$ cat config.mk
export PLATFORM = sky130hd
export DESIGN_NAME = video_timing_gen
export DESIGN_NICKNAME = d
export VERILOG_FILES = /design/src/rtl/video_timing_gen.sv
export SDC_FILE = /design/constraint.sdc
export NUM_CORES = 1
export LEC_CHECK = 0
export ABC_AREA = 0
export CORE_MARGIN = 2
export CORE_UTILIZATION = 50
export DETAILED_ROUTE_END_ITERATION = 7
export HOLD_SLACK_MARGIN = 0.08
export PLACE_DENSITY = 0.74
export SYNTH_ARGS = -nofsm -noshare
export SYNTH_HDL_FRONTEND = slang
export SYNTH_SLANG_ARGS = --single-unit
$ cat constraint.sdc
create_clock -name clk -period 4.48 [get_ports clk]
set_clock_uncertainty 0.05 [all_clocks]
set_input_delay 0.896 -clock clk [delete_from_list [all_inputs] [get_ports clk]]
set_output_delay 0.896 -clock clk [all_outputs]
set_load 0.02 [all_outputs]
$ cat src/rtl/video_timing_gen.sv
// video_timing_gen: raster timing generator for the HDMI output path.
// Produces hsync/vsync/de plus active-area pixel coordinates and
// line/frame start pulses. Everything advances only on pix_en cycles, and
// the outputs are registered so they show the counter position from the
// previous enable cycle.
//
// Build option: define VTG_HALF_RES_EN to report coordinates halved
// (0..319 x 0..239 at default timing) so a quarter-size source can be
// pixel- and line-doubled. Without it, full-resolution coordinates are
// reported.
module video_timing_gen #(
    parameter int H_ACTIVE = 640,
    parameter int H_FP     = 16,
    parameter int H_SYNC   = 96,
    parameter int H_BP     = 48,
    parameter int V_ACTIVE = 480,
    parameter int V_FP     = 10,
    parameter int V_SYNC   = 2,
    parameter int V_BP     = 33,
    parameter int SYNC_POL = 0
) (
    input  logic       clk,
    input  logic       rst,
    input  logic       pix_en,
    output logic       hsync,
    output logic       vsync,
    output logic       de,
    output logic [9:0] h_count,
    output logic [8:0] v_count,
    output logic       line_start,
    output logic       frame_start
);

    // Timing boundaries expressed at counter width.
    localparam logic [9:0] H_LAST   = 10'(H_ACTIVE + H_FP + H_SYNC + H_BP - 1);
    localparam logic [9:0] V_LAST   = 10'(V_ACTIVE + V_FP + V_SYNC + V_BP - 1);
    localparam logic [9:0] H_ACT    = 10'(H_ACTIVE);
    localparam logic [9:0] V_ACT    = 10'(V_ACTIVE);
    localparam logic [9:0] HS_BEG   = 10'(H_ACTIVE + H_FP);
    localparam logic [9:0] HS_END   = 10'(H_ACTIVE + H_FP + H_SYNC);
    localparam logic [9:0] VS_BEG   = 10'(V_ACTIVE + V_FP);
    localparam logic [9:0] VS_END   = 10'(V_ACTIVE + V_FP + V_SYNC);
    localparam logic       SYNC_ON  = (SYNC_POL != 0);
    localparam logic       SYNC_OFF = (SYNC_POL == 0);

    // Blanking coordinates: all-ones so any downstream range test fails.
    localparam logic [9:0] H_BLANK  = 10'h3FF;
    localparam logic [8:0] V_BLANK  = 9'h1FF;

    logic [9:0] hc_q, hc_d;
    logic [9:0] vc_q, vc_d;
    logic       hsync_q, hsync_d;
    logic       vsync_q, vsync_d;
    logic       de_q, de_d;
    logic [9:0] h_count_q, h_count_d;
    logic [8:0] v_count_q, v_count_d;
    logic       line_start_q, line_start_d;
    logic       frame_start_q, frame_start_d;

    logic       h_act;
    logic       v_act;

    // Region decode of the current counter position.
    always_comb begin
        h_act = (hc_q < H_ACT);
        v_act = (vc_q < V_ACT);
    end

    // Raster counters: hc wraps each line, vc wraps each frame.
    always_comb begin
        hc_d = hc_q;
        vc_d = vc_q;
        if (pix_en) begin
            if (hc_q == H_LAST) begin
                hc_d = '0;
                vc_d = (vc_q == V_LAST) ? 10'd0 : vc_q + 10'd1;
            end else begin
                hc_d = hc_q + 10'd1;
            end
        end
    end

    // Output next-state: levels hold without pix_en, pulses drop to 0.
    always_comb begin
        hsync_d       = hsync_q;
        vsync_d       = vsync_q;
        de_d          = de_q;
        h_count_d     = h_count_q;
        v_count_d     = v_count_q;
        line_start_d  = 1'b0;
        frame_start_d = 1'b0;
        if (pix_en) begin
            hsync_d = ((hc_q >= HS_BEG) && (hc_q < HS_END)) ? SYNC_ON : SYNC_OFF;
            vsync_d = ((vc_q >= VS_BEG) && (vc_q < VS_END)) ? SYNC_ON : SYNC_OFF;
            de_d    = h_act && v_act;
            if (h_act && v_act) begin
`ifdef VTG_HALF_RES_EN
                h_count_d = {1'b0, hc_q[9:1]};
                v_count_d = vc_q[9:1];
`else
                h_count_d = hc_q;
                v_count_d = vc_q[8:0];
`endif
            end else begin
                h_count_d = H_BLANK;
                v_count_d = V_BLANK;
            end
            line_start_d  = (hc_q == 10'd0) && v_act;
            frame_start_d = (hc_q == 10'd0) && (vc_q == 10'd0);
        end
    end

    // State and output registers; reset aborts the frame immediately.
    always_ff @(posedge clk or negedge rst) begin
        if (!rst) begin
            hc_q          <= '0;
            vc_q          <= '0;
            hsync_q       <= SYNC_OFF;
            vsync_q       <= SYNC_OFF;
            de_q          <= 1'b0;
            h_count_q     <= H_BLANK;
            v_count_q     <= V_BLANK;
            line_start_q  <= 1'b0;
            frame_start_q <= 1'b0;
        end else begin
            hc_q          <= hc_d;
            vc_q          <= vc_d;
            hsync_q       <= hsync_d;
            vsync_q       <= vsync_d;
            de_q          <= de_d;
            h_count_q     <= h_count_d;
            v_count_q     <= v_count_d;
            line_start_q  <= line_start_d;
            frame_start_q <= frame_start_d;
        end
    end

    assign hsync       = hsync_q;
    assign vsync       = vsync_q;
    assign de          = de_q;
    assign h_count     = h_count_q;
    assign v_count     = v_count_q;
    assign line_start  = line_start_q;
    assign frame_start = frame_start_q;

endmodule
==> summary.md <==
| Metric | Value |
|---|---|
| Largest net degree at the start of global routing | `45` |
| Nets | `between 200 and 250` |
| Gp weighted congestion | `~0.91` |
| First-pass GRT wire length | `roughly 6400 um` |
| Vias | `1,422` |
| Sink Count | `44` |
| Avg Synthesized Cell Area | `11.5 um2` |
| CP max stage cell | `nor4_4` |
| Seq cells post-synth | `between 40 and 50` |
| RSZ-0062 raised after global routing | `false` |
| Final Non-Filler Cells | `244` |
| Dpl cells | `approximately 240` |
| Layer with the highest usage | `met2` |
| Initial antenna violation count | `0` |
| GR Layer Usage met1 | `around 24%` |
| Root buf cell | `clkbuf_8` |
| DP Wirelength | `around 2500 um` |
| Worst-path clk slew | `about 80 ps` |
| Sw Ratio | `between 20 and 30%` |
| CTS tree | `built` |
| P_sw | `between 0.2 and 0.3 mW` |
| Max-cap check violation count | `0` |
| Mapped Cells | `171` |
| Slowest stage delay, CP | `about 770 ps` |
| Via/cell ratio | `roughly 6` |
| Clock share of power | `between 20% and 30%` |
| Post-route DRC violation count | `0` |
| Full die area | `0.00444 mm2` |
| Final setup violation count | `0` |
| Status | `finished, final reports clean` |
| Detailed Routing Iterations Pass 1 | `4` |
| CP Cell Sequence | `clkdlybuf4s50_1, buf_4, inv_1, nor4_4, nand4_1, mux2_1` |
| Core box area | `between 0.003 and 0.004 mm2` |
| Distinct cell type count after synthesis | `34` |
| Met2 GRT Util | `between 30 and 40%` |
| Max Slew Vio Count | `0` |
| FMAX | `0.336 GHz` |
| Cts repair resizes | `0` |
| Comb pwr share | `19.1%` |
| Worst VDD drop | `about 0.26 mV` |
| Grt ovf | `0` |
| P per Cell Area | `between 400 and 500 mW/mm2` |
| Rel. slew slack | `around 37%` |
| CP Launch Type | `primary input` |
| Row count | `22` |
| WP buf/inv | `3` |
| WP data arrival | `between 3000 and 4000 ps` |
| Synth top area share | `29.3%` |
| Total GRT Usage | `between 10% and 20%` |
| Cell taking the most area after synthesis | `dfrtp_1` |
| Final Hold Viols | `0` |
| Worst path top cell family by delay | `simple AND/OR/NAND/NOR gates` |
| DR iter-0 viols | `between 100 and 150` |
| Diode count | `0` |
| Port buffer count | `26` |
| Top post-synthesis cells by area | `dfrtp_1 29%, dfstp_2 28%, o22a_1 8.5%` |
| Worst-Margin Slew | `approximately 940 ps` |
| Clock Latency Late Sink | `roughly 290 ps` |
| Syn-to-layout area delta | `18.9%` |
| Layout cells sized above 1 | `between 15 and 20%` |
| Final wirelength | `~3800 um` |
| P_leak | `a little over 1 nW` |
| Post-synthesis net count | `178` |
| Sequential share of power | `around 55%` |
| Num CTS Buffers | `5` |
| Worst-path maximum fanout | `33` |
| Maximum buffer depth of the clock tree | `2` |
| Ports | `27` |
| Period minus WS final | `2970 ps` |
| Synth warn | `0` |
| Die height | `between 60 and 70 um` |
| Post-CTS setup buffer count | `0` |
| Initial core utilization | `a little over half` |
| Final Cycle Share | `around two thirds` |
| Vias in the first global route | `1,402` |
| Hold buffer count at cts | `0` |
| Worst endpoint required time | `about 4600 ps` |
| Min-delay worst type | `register to register` |
| Layout fillers | `slightly above 300` |
| DRT antenna net count | `0` |
| Post-DR wirelength/cell | `around 16 um` |
| Internal power | `about 0.68 mW` |
| Post-Syn Area | `roughly 0.002 mm2` |
| # H-tree levels | `2` |
| Critical path class | `primary input to register` |
| Critical Path Sink Type | `register` |
| Met3 Use GR | `under 10%` |
| Die X-Extent | `between 60 and 70 um` |
| Post-synthesis sequential area ratio | `a little under three fifths` |
| Fin Setup TNS | `0 ps` |
cells in the final DEF, fill, tap and decap left out, drive strengths merged, types with 2 or more instances in the layout:
cell type / instances
buf: 2
nand3: 11
nor2: 10
nor4: 3
nor3: 3
o21ai: 6
inv: 6
a21oi: 2
and3: 7
and4: 3
clkbuf: 8
xor2: 2
dfrtp: 23
clkdlybuf4s50: 25
nand2b: 2
a31oi: 6
nor4b: 2
nand2: 9
ha: 4
o22a: 19
xnor2: 7
mux2: 2
nand4: 5
dfstp: 21
metal layers:
layer / part of all wire, % / vias to the layer above
met5: 0 / -
met4: 1.3 / 0
met3: 4.3 / 7
met2: 50 / 42
met1: 44 / 706
li1: - / 667
flip-flops by register name, summed over array words and instances (netlist names):
signal / count
vc_q: 10
hsync: 1
frame_start: 1
vsync: 1
de: 1
h_count: 10
v_count: 9
line_start: 1
hc_q: 10
power groups by stage:
stage                     combinational, mW  sequential [mW]  clock, mW
after floorplan                       0.112            0.531          0
after global placement                0.181            0.532          0
after detailed placement              0.185            0.535          0
after CTS                             0.187            0.529      0.260
after global routing                  0.203            0.539      0.278
final                                 0.184            0.529      0.251
cells in the mapped netlist (all sizes together):
cell and n:
nor2b 1, ha 4, buf 3, mux2 2, or3 1, nand2 9, a21oi 2, nor4 3
o32a 1, dfstp 21, mux2i 1, o22a 19, and3 7, or2 1, nor3 3, nand3 11
or4b 1, clkbuf 7, nor2 10, a31oi 6, nand4 5, xor2 2, nor4b 2, nand3b 1
nand2b 2, dfrtp 23, and4 3, a21o 1, o21ai 6, inv 6, xnor2 7
worst register-to-register path: cells and delay by family (launching register included):
| family | cells | cell delay, ps |
|---|---|---|
| DFF | 1 | 460 |
| and+or+nand+nor | 3 | 1410 |
| muxes | 1 | 340 |
metrics by stage:
step                      cell area, um2  setup WS [ps]  hold slack [ps]  power, mW  utilization, %
after global placement              2240           1260              441      0.713            60.3
after floorplan                     1960           2490              431      0.643               -
after detailed placement            2240           1210              443      0.721            60.3
after CTS                           2330           1530              453      0.975            62.8
final                               2330           1510              449      0.964            62.8
after global routing                2330           1400              493       1.02            62.8
cell type report:
| class | instances | area, um2 | share of cell area [%] |
|---|---|---|---|
| multi-input combinational | 111 | 769 | 33.0 |
| timing repair buffer | 27 | 263 | 11.3 |
| tap | 48 | 60.1 | 2.58 |
| clock buffer | 8 | 90.1 | 3.86 |
| inverter | 6 | 22.5 | 0.966 |
| sequential | 44 | 1130 | 48.3 |
worst paths after layout:
kind                                           from  slack, ps  cells past startpoint             endpoint
worst max-delay path                         pix_en       1510                      6  vc_q[7]$_DFFE_PN0P_
worst min register to register    vsync$_DFFE_PN1P_        450                      2    vsync$_DFFE_PN1P_
worst min-delay path              vsync$_DFFE_PN1P_        450                      2    vsync$_DFFE_PN1P_
worst max register to register  hc_q[7]$_DFFE_PN0P_       2110                      4  vc_q[7]$_DFFE_PN0P_
min in group asynchronous                       rst        690                      1  hc_q[2]$_DFFE_PN0P_
max in group asynchronous                       rst       3110                      1  vc_q[5]$_DFFE_PN0P_
cell families (layout without fill, tap and decap cells):
family	after synthesis	after routing	synth area share [%]
simple gates	60	60	17.7
flops	44	44	57.5
compound gates	35	35	13.3
buf+inv	16	41	3.32
xor+xnor	9	9	4.02
fa+ha+maj	4	4	2.55
mux	3	3	1.66
Note: power is estimated with default switching activity, not from simulation.
